--- src/rtl/dnn_weight_sequencer_pkg.sv ---
// dnn_pkg: state encoding and lane-enable helper shared by dnn_weight_sequencer and row_masker.
package dnn_pkg;
  localparam int MAX_LANES = 32;
  typedef enum logic [1:0] {IDLE, LOAD, DONE} state_t;
  function automatic logic [MAX_LANES-1:0] lane_mask(input int lnn, input int max);
    logic [MAX_LANES-1:0] m;
    m = '0;
    for (int k = 0; k < MAX_LANES; k++) m[k] = (k < max) && (k >= max - lnn);
    return m;
  endfunction
endpackage

--- src/rtl/dnn_weight_sequencer_if.sv ---
// dnn_weight_sequencer_if: upstream row stream plus DNN weight port; carries out_checksum when WEIGHT_CHECKSUM_EN is defined.
interface dnn_weight_sequencer_if #(
  parameter int NumLayers = 2,
  parameter int MaxNumNerves = 4,
  parameter int M_W_BitSize = 4
);
  logic start, in_valid, in_ready, out_busy, out_done;
  logic [MaxNumNerves*M_W_BitSize-1:0] in_weights, out_weights;
  logic [NumLayers-1:0] out_load_weights;
`ifdef WEIGHT_CHECKSUM_EN
  logic [15:0] out_checksum;
  modport master(output start, in_valid, in_weights,
                 input in_ready, out_weights, out_load_weights, out_busy, out_done, out_checksum);
  modport slave(input start, in_valid, in_weights,
                output in_ready, out_weights, out_load_weights, out_busy, out_done, out_checksum);
`else
  modport master(output start, in_valid, in_weights,
                 input in_ready, out_weights, out_load_weights, out_busy, out_done);
  modport slave(input start, in_valid, in_weights,
                output in_ready, out_weights, out_load_weights, out_busy, out_done);
`endif
endinterface

--- src/rtl/dnn_weight_sequencer_row_masker.sv ---
// row_masker: zeroes the low lanes of a weight row that the selected layer does not use.
module row_masker import dnn_pkg::*; #(
  parameter int NumLayers = 2,
  parameter int MaxNumNerves = 4,
  parameter int M_W_BitSize = 4,
  parameter int LNN [NumLayers-1:0] = '{2, 4},
  parameter int LW = 1
) (
  input  logic [LW-1:0] layer,
  input  logic [MaxNumNerves*M_W_BitSize-1:0] row,
  output logic [MaxNumNerves*M_W_BitSize-1:0] masked
);
  logic [MaxNumNerves-1:0] en;
  assign en = MaxNumNerves'(lane_mask(LNN[layer], MaxNumNerves));
  for (genvar k = 0; k < MaxNumNerves; k++) begin : g_lane
    assign masked[k*M_W_BitSize +: M_W_BitSize] = en[k] ? row[k*M_W_BitSize +: M_W_BitSize] : '0;
  end
endmodule

--- src/rtl/dnn_weight_sequencer.sv ---
// dnn_weight_sequencer: loads weight rows layer NumLayers-1 down to 0, strobing one-hot out_load_weights with masked rows.
// Defining WEIGHT_CHECKSUM_EN adds out_checksum, a running mod-2^16 sum of the unmasked lanes.
module dnn_weight_sequencer import dnn_pkg::*; #(
  parameter int NumLayers = 2,
  parameter int MaxNumNerves = 4,
  parameter int M_W_BitSize = 4,
  parameter int LNN [NumLayers-1:0] = '{2, 4},
  parameter int LIn [NumLayers-1:0] = '{4, 4}
) (
  input logic clk,
  input logic res_n,
  dnn_weight_sequencer_if.slave bus
);
  function automatic int max_lin();
    int m = 1;
    for (int l = 0; l < NumLayers; l++) m = LIn[l] > m ? LIn[l] : m;
    return m;
  endfunction
  localparam int LW = NumLayers > 1 ? $clog2(NumLayers) : 1;
  localparam int RW = max_lin() > 1 ? $clog2(max_lin()) : 1;
  localparam int DW = MaxNumNerves * M_W_BitSize;
  state_t state, nxt;
  logic [LW-1:0] layer;
  logic [RW-1:0] row;
  logic [DW-1:0] masked;
  logic accept, last_row, start_acc;
  assign accept = state == LOAD && bus.in_valid;
  assign last_row = row == RW'(LIn[layer] - 1);
  // the out_done cycle still blocks start, so a new load begins no earlier than the cycle after it
  assign start_acc = state == IDLE && bus.start && !bus.out_done;
  assign bus.in_ready = state == LOAD;
  assign bus.out_busy = state == LOAD;
  row_masker #(.NumLayers(NumLayers), .MaxNumNerves(MaxNumNerves), .M_W_BitSize(M_W_BitSize),
               .LNN(LNN), .LW(LW)) u_mask (.layer(layer), .row(bus.in_weights), .masked(masked));
  always_comb begin
    nxt = state == IDLE ? (start_acc ? LOAD : IDLE) :
          state == LOAD ? (accept && last_row && layer == '0 ? DONE : LOAD) : IDLE;
  end
  always_ff @(posedge clk) state <= !res_n ? IDLE : nxt;
  always_ff @(posedge clk) begin
    if (!res_n) begin
      layer <= '0;
      row <= '0;
      bus.out_weights <= '0;
      bus.out_load_weights <= '0;
      bus.out_done <= 1'b0;
    end else begin
      bus.out_done <= state == DONE;
      bus.out_load_weights <= accept ? NumLayers'(1) << layer : '0;
      if (accept) bus.out_weights <= masked;
      if (start_acc) begin
        layer <= LW'(NumLayers - 1);
        row <= '0;
      end else if (accept) begin
        row <= last_row ? '0 : row + 1'b1;
        if (last_row && layer != '0) layer <= layer - 1'b1;
      end
    end
  end
`ifdef WEIGHT_CHECKSUM_EN
  logic [15:0] lane_sum;
  always_comb begin
    lane_sum = '0;
    for (int k = 0; k < MaxNumNerves; k++) lane_sum = lane_sum + 16'(masked[k*M_W_BitSize +: M_W_BitSize]);
  end
  always_ff @(posedge clk)
    bus.out_checksum <= !res_n || start_acc ? '0 : accept ? bus.out_checksum + lane_sum : bus.out_checksum;
`endif
endmodule

--- src/flat_wrapper.sv ---
// flat-port wrapper written by rule: the top's interface ports become plain ports
module dnn_weight_sequencer_flat import dnn_pkg::*;
#(
  parameter int NumLayers = 2,
  parameter int MaxNumNerves = 4,
  parameter int M_W_BitSize = 4,
  parameter int LNN [NumLayers-1:0] = '{2, 4},
  parameter int LIn [NumLayers-1:0] = '{4, 4}
)
  (clk, res_n, bus_start, bus_in_valid, bus_in_weights, bus_in_ready, bus_out_weights, bus_out_load_weights, bus_out_busy, bus_out_done);
  dnn_weight_sequencer_if #(.NumLayers(NumLayers), .MaxNumNerves(MaxNumNerves), .M_W_BitSize(M_W_BitSize)) bus_i ();
  input logic clk;
  input logic res_n;
  input wire logic [$bits(bus_i.start)-1:0] bus_start;
  input wire logic [$bits(bus_i.in_valid)-1:0] bus_in_valid;
  input wire logic [$bits(bus_i.in_weights)-1:0] bus_in_weights;
  output wire logic [$bits(bus_i.in_ready)-1:0] bus_in_ready;
  output wire logic [$bits(bus_i.out_weights)-1:0] bus_out_weights;
  output wire logic [$bits(bus_i.out_load_weights)-1:0] bus_out_load_weights;
  output wire logic [$bits(bus_i.out_busy)-1:0] bus_out_busy;
  output wire logic [$bits(bus_i.out_done)-1:0] bus_out_done;
  assign bus_i.start = bus_start;
  assign bus_i.in_valid = bus_in_valid;
  assign bus_i.in_weights = bus_in_weights;
  assign bus_in_ready = bus_i.in_ready;
  assign bus_out_weights = bus_i.out_weights;
  assign bus_out_load_weights = bus_i.out_load_weights;
  assign bus_out_busy = bus_i.out_busy;
  assign bus_out_done = bus_i.out_done;
  dnn_weight_sequencer #(.NumLayers(NumLayers), .MaxNumNerves(MaxNumNerves), .M_W_BitSize(M_W_BitSize), .LNN(LNN), .LIn(LIn)) u_core (.clk(clk), .res_n(res_n), .bus(bus_i));
endmodule
--- config.mk ---
export PLATFORM = sky130hd
export DESIGN_NAME = dnn_weight_sequencer_flat
export DESIGN_NICKNAME = d
export VERILOG_FILES = /design/src/rtl/dnn_weight_sequencer_pkg.sv /design/src/rtl/dnn_weight_sequencer_if.sv /design/src/rtl/dnn_weight_sequencer_row_masker.sv /design/src/rtl/dnn_weight_sequencer.sv /design/src/flat_wrapper.sv
export SDC_FILE = /design/constraint.sdc
export NUM_CORES = 1
export LEC_CHECK = 0
export CAP_MARGIN = 20
export CELL_PAD_IN_SITES_DETAIL_PLACEMENT = 1
export CELL_PAD_IN_SITES_GLOBAL_PLACEMENT = 1
export CORE_MARGIN = 10
export CORE_UTILIZATION = 30
export DETAILED_ROUTE_END_ITERATION = 12
export PLACE_DENSITY_LB_ADDON = 0.1
export SLEW_MARGIN = 20
export SYNTH_ARGS = -nofsm -noshare
export SYNTH_HDL_FRONTEND = slang
export SYNTH_SLANG_ARGS = --single-unit
--- constraint.sdc ---
create_clock -name clk -period 1.3 [get_ports clk]
set_clock_uncertainty 0.15 [all_clocks]
set_input_delay 0.26 -clock clk [delete_from_list [all_inputs] [get_ports clk]]
set_output_delay 0.26 -clock clk [all_outputs]
set_load 0.01 [all_outputs]
Yosys cells after proc, flatten, opt, wreduce, memory -nomap -nowiden
Index checks and enable logic that the tools add are counted.
W data, S select, Z words.
{ "op_classes": {"muxes": 15, "n_eq_ne": 3, "div_mod_pow": 0, "n_addsub": 4, "n_reduce_logical": 13, "n_mul": 0, "n_lt_le_gt_ge": 5, "n_shift": 1, "n_bitwise": 2} }
{ "ops": {"columns": ["operator", "count"], "rows": [
  ["$ge A3 B32 Y1 const A", 2],
  ["$ge A1 B32 Y1 const A", 1],
  ["$ge A2 B32 Y1 const A", 1],
  ["$mux W32", 1],
  ["$sub A4 B32 Y32 const A", 1],
  ["$mux W4", 4],
  ["$mux W2", 5],
  ["$logic_and A1 B1 Y1", 6],
  ["$mux W1", 4],
  ["$reduce_and A2 Y1", 2],
  ["$reduce_bool A2 Y1", 2],
  ["$mux W3", 1],
  ["$add A2 B1 Y2 const B", 1],
  ["$eq A2 B1 Y1 const B", 1],
  ["$eq A2 B2 Y1", 1],
  ["$eq A2 B2 Y1 const B", 1],
  ["$logic_not A2 Y1", 1],
  ["$lt A1 B2 Y1 const B", 1],
  ["$not A1 Y1", 2],
  ["$reduce_or A2 Y1", 1],
  ["$shl A1 B1 Y2 const A", 1],
  ["$sub A2 B2 Y2 const B", 1],
  ["$logic_not A1 Y1", 1],
  ["$sub A1 B1 Y1 const B", 1]
]} }
{ "totals": {"mem_bits_ro": 0, "ff_bits": 24, "output_inout_bits": 21, "ramBits": 0, "memories": 0, "latchBits": 0, "wordCells": 49, "input_bits": 20} }

Logic depth before layout (Yosys ltp)
{ "depth": {"word_depth": 9, "depth_mapped": 5} }

Hierarchy
Synthesis repeated with hierarchy kept, for this count alone.
{ "hier_totals": {"hier_cells": 116, "area_unflattened_um2": 1029.7} }
{ "by_module_without_submodules": {"columns": ["mod", "seq_area_each_um2", "cells_each", "n_inst", "area_each_um2"], "rows": [
  ["dnn_weight_sequencer", 480.5, 100, 1, 919.6],
  ["row_masker", 0.0, 16, 1, 110.1]
]} }

Worst setup path after synthesis
No wires, ideal clock.
{ "synth_timing": {"kind": "register to output", "startpoint": "register u_core.state[0]", "endpoint": "output port bus_out_busy", "t_arrival_ns": 0.871, "n_path_buf": 1, "slack_ns": 0.019, "required_ns": 0.890, "path_stages_with_launch": 3, "path_cell_list": "dfxtp_1 nor2b_1 buf_4"} }
{ "synth_via": {"elab_chain_len": 1} }
{ "synth_lines": {"columns": ["item", "line_no", "text"], "rows": [
  ["from (decl)", "dnn_weight_sequencer.sv:22", "state_t state, nxt;"],
  ["from (signal assigned)", "dnn_weight_sequencer.sv:39", "always_ff @(posedge clk) state <= !res_n ? IDLE : nxt;"],
  ["$eq A2 B1 Y1", null, null],
  ["to (decl)", "flat_wrapper.sv:20", "output wire logic [$bits(bus_i.out_busy)-1:0] bus_out_busy;"]
]} }
No other way between the ends.

Final worst setup path
{ "layout_timing": {"startpoint": "register u_core.state[0]", "endpoint": "output port bus_in_ready"} }
{ "layout_via": {"elab_chain_len": 1} }
{ "layout_lines": {"columns": ["item", "line_no", "text"], "rows": [
  ["$eq A2 B1 Y1", "dnn_weight_sequencer.sv:31", "assign bus.in_ready = state == LOAD;"],
  ["to (decl)", "flat_wrapper.sv:17", "output wire logic [$bits(bus_i.in_ready)-1:0] bus_in_ready;"]
]} }
No other way between the ends.

==> metrics.csv <==
stage,metric,value,unit
global_routing,GR Overflow Total,0,
synth,Avg Inst Size Synth,9.48,sq um
layout,n_diodes,0,
clock_tree,Clock Path Buffers,2,
worst_setup_path,CP max stage delay,350,ps
synth,synthesized cell area,967,sq um
drt,initial drt markers,30,
drt,total routed wirelength,2880,microns
floorplanning,starting density of the core,31.4,%
worst_setup_path,CP startpoint kind,register,
floorplanning,die height,76.8,microns
drt,DR WL/cell,14.7,microns
floorplanning,core area,3080,sq um
timing,RSZ-0062 raised after global routing,true,
timing,Max Freq,729,MHz
worst_setup_path,CP Class,reg2out,
synth,Seq cells post-synth,24,
place,GP Congestion,0.704,
clock_tree,depth of the CTS H-tree,1,
timing,Final Max Tran Viols,0,
clock_tree,root buf cell,clkbuf_4,
layout,layout cells sized above 1,59.9,%
timing,Final setup viols,18,
clock_tree,total CTS buffers,3,
synth,Post-synth top cells,"nand2_1, dfxtp_1, a21boi_2, nand3_1, a21boi_0",
synth,Post-Synthesis Cells,102,
worst_setup_path,WP data arrival,960,ps
run_status,failing checks,setup timing,
drt,# DRC,0,
place,dpl cells,191,
timing,Worst-Margin Slew,411,ps
power,Total Power,1470,uW
timing,endpoints failing hold,0,
place,placed cell area,1470,sq um
drt,vias per cell,4.41,
worst_setup_path,"CP delay by family, top",flip-flops,
worst_setup_path,CP Capture Type,primary output,
power,static leakage,0.000659,uW
floorplanning,die width,76.8,microns
synth,YS warnings,0,
timing,Hold WS,317,ps
place,Port Buffer Count,40,
floorplanning,die area,5900,sq um
layout,Finished Layout Cells,196,
synth,top post-synthesis cells by area,"dfxtp_1, nand2_1, a21boi_2",
global_routing,GRT Resource Usage Total,9.57,%
clock_tree,"Reg clk slew, reported paths",140,ps
clock_tree,TritonCTS clock tree,done,
timing,Rel. slew slack,72.4,%
synth,Synth async-reset ratio,0,%
synth,"EDFF count, synth",0,
power,peak supply drop,0.398,mV
run_status,run status,"finished, violations left",
place,Post-DP HPWL,2050,microns
timing,crit path time final,1370,ps
synth,sequential area share after synthesis,49.7,%
global_routing,vias in the first global route,932,
worst_setup_path,CP Buf/Inv Count,1,
synth,most frequent cell after synthesis,nand2_1,
power,power density cells,929,nW/um^2
layout,post-route design area,1590,sq um
worst_setup_path,sequence of cells on the critical path,nor2b_4 > buf_6,
worst_setup_path,CP max FO,3,
worst_setup_path,"Req. time, crit path",890,ps
min_path,Hold Crit Class,reg2reg,
drt,post-route ant nets,0,
clock_tree,clk_lat worst skew,320,ps
global_routing,initial antenna violation count,0,
synth,top_reg_cell synth,dfxtp_1,
drt,Pre-antenna DRT Iters,2,
synth,count of cell types in the netlist,26,
layout,Final nets,174,
floorplanning,Core Rows,20,
synth,syn_nets,123,
layout,synth-to-layout area growth,63.9,%
global_routing,first-pass GRT wire length,4620,microns
layout,Fillers,363,
synth,area share of the largest cell type after synthesis,49.7,%
place,post-place setup slack,-323,ps
timing,final period utilization,106,%
clock_tree,TritonCTS Sinks,24,
worst_setup_path,Slowest cell on crit path,dfxtp_2,
drt,total number of vias,865,
global_routing,largest net degree at the start of global routing,22,
floorplanning,IO Pins,41,
flow_run,# Max-Cap Violations,0,
synth,post-synth top area cell,dfxtp_1,
timing,setup ws final,-71.7,ps
final timing paths:
| check | startpoint | to | slack [ps] | cells past startpoint |
|---|---|---|---|---|
| max | u_core.state[0]$_SDFF_PN0_ | bus_in_ready | -70 | 2 |
| min reg2reg | u_core.bus.out_weights[5]$_SDFFE_PN0N_ | u_core.bus.out_weights[5]$_SDFFE_PN0N_ | 320 | 2 |
| max reg2reg | u_core.state[1]$_SDFF_PP0_ | u_core.bus.out_weights[7]$_SDFFE_PN0N_ | -60 | 5 |
| min | u_core.bus.out_weights[5]$_SDFFE_PN0N_ | u_core.bus.out_weights[5]$_SDFFE_PN0N_ | 320 | 2 |
state kept, by name (all words and copies together) (netlist names):
signal,cells
u_core.bus.out_load_weights,2
u_core.bus.out_weights,16
u_core.layer,1
u_core.row,2
u_core.bus.out_done,1
u_core.state,2
cell usage in the layout, fill, tap and decap left out, drive strengths merged:
master / Yosys / layout
a21boi: 16 / 16
a21oi: 4 / 4
and3b: 1 / 1
buf: 4 / 33
clkbuf: 2 / 4
clkdlybuf4s50: 0 / 19
clkinv: 1 / 1
dfxtp: 24 / 24
ha: 1 / 1
nand2: 29 / 29
nand2b: 1 / 1
nand3: 8 / 8
nand3b: 2 / 2
nor2: 3 / 3
nor2b: 2 / 2
nor3b: 1 / 1
nor4b: 1 / 1
o21ai: 1 / 1
or3: 1 / 1
final cells by class:
type                       count  area, sq um  area share (%)
inverter                       1         3.75           0.237
multi-input combinational     71          553            34.9
sequential                    24          504            31.8
clock buffer                   4         36.3            2.29
tap                           44         55.1            3.47
timing repair buffer          52          433            27.3
repair_timing:
item / in CTS / in global routing
gates cloned: 0 / 0
hold buffers: 0 / 0
endpoints found under the hold margin: 0 / 0
buffers inserted: 1 / 0
resized for setup: 138 / 8
endpoints found under the setup margin: 41 / 25
pin swaps: 18 / 4
kinds of logic after synthesis:
family / after synthesis / synth area share [%]
AO/OA/AOI/OAI: 21 / 18.5
adder cells (fa/ha/maj): 1 / 1.29
buffers and inverters: 7 / 5.17
flip-flops: 24 / 49.7
AND/OR/NAND/NOR: 49 / 25.4
layer usage:
layer	GRT usage, %	up-vias	routed length, microns
li1	-	438	-
met4	3.35	0	11
met5	0	-	0
met1	10.8	401	1230
met2	16.2	24	1470
met3	3.38	2	169
power breakdown:
part	switching [uW]	total, uW	leakage, uW	internal [uW]
clock network	239	410	0.0000210	171
registers	12.8	779	0.000204	766
logic	128	284	0.000434	156
total	380	1470	0.000659	1090
tightest hold or removal path, cell delays in order (launching register included):
cell	delay (ps)
dfxtp_2	340
nand2_1	60
a21boi_2	50
per-stage QoR:
step	TNS, ps	utilization [%]
after global routing	-2180	51.5
after global placement	-6090	47.8
after CTS	-574	50.2
final	-602	51.5
after floorplan	0	-
after detailed placement	-6780	47.8
Power figures use the tool's default switching activity.
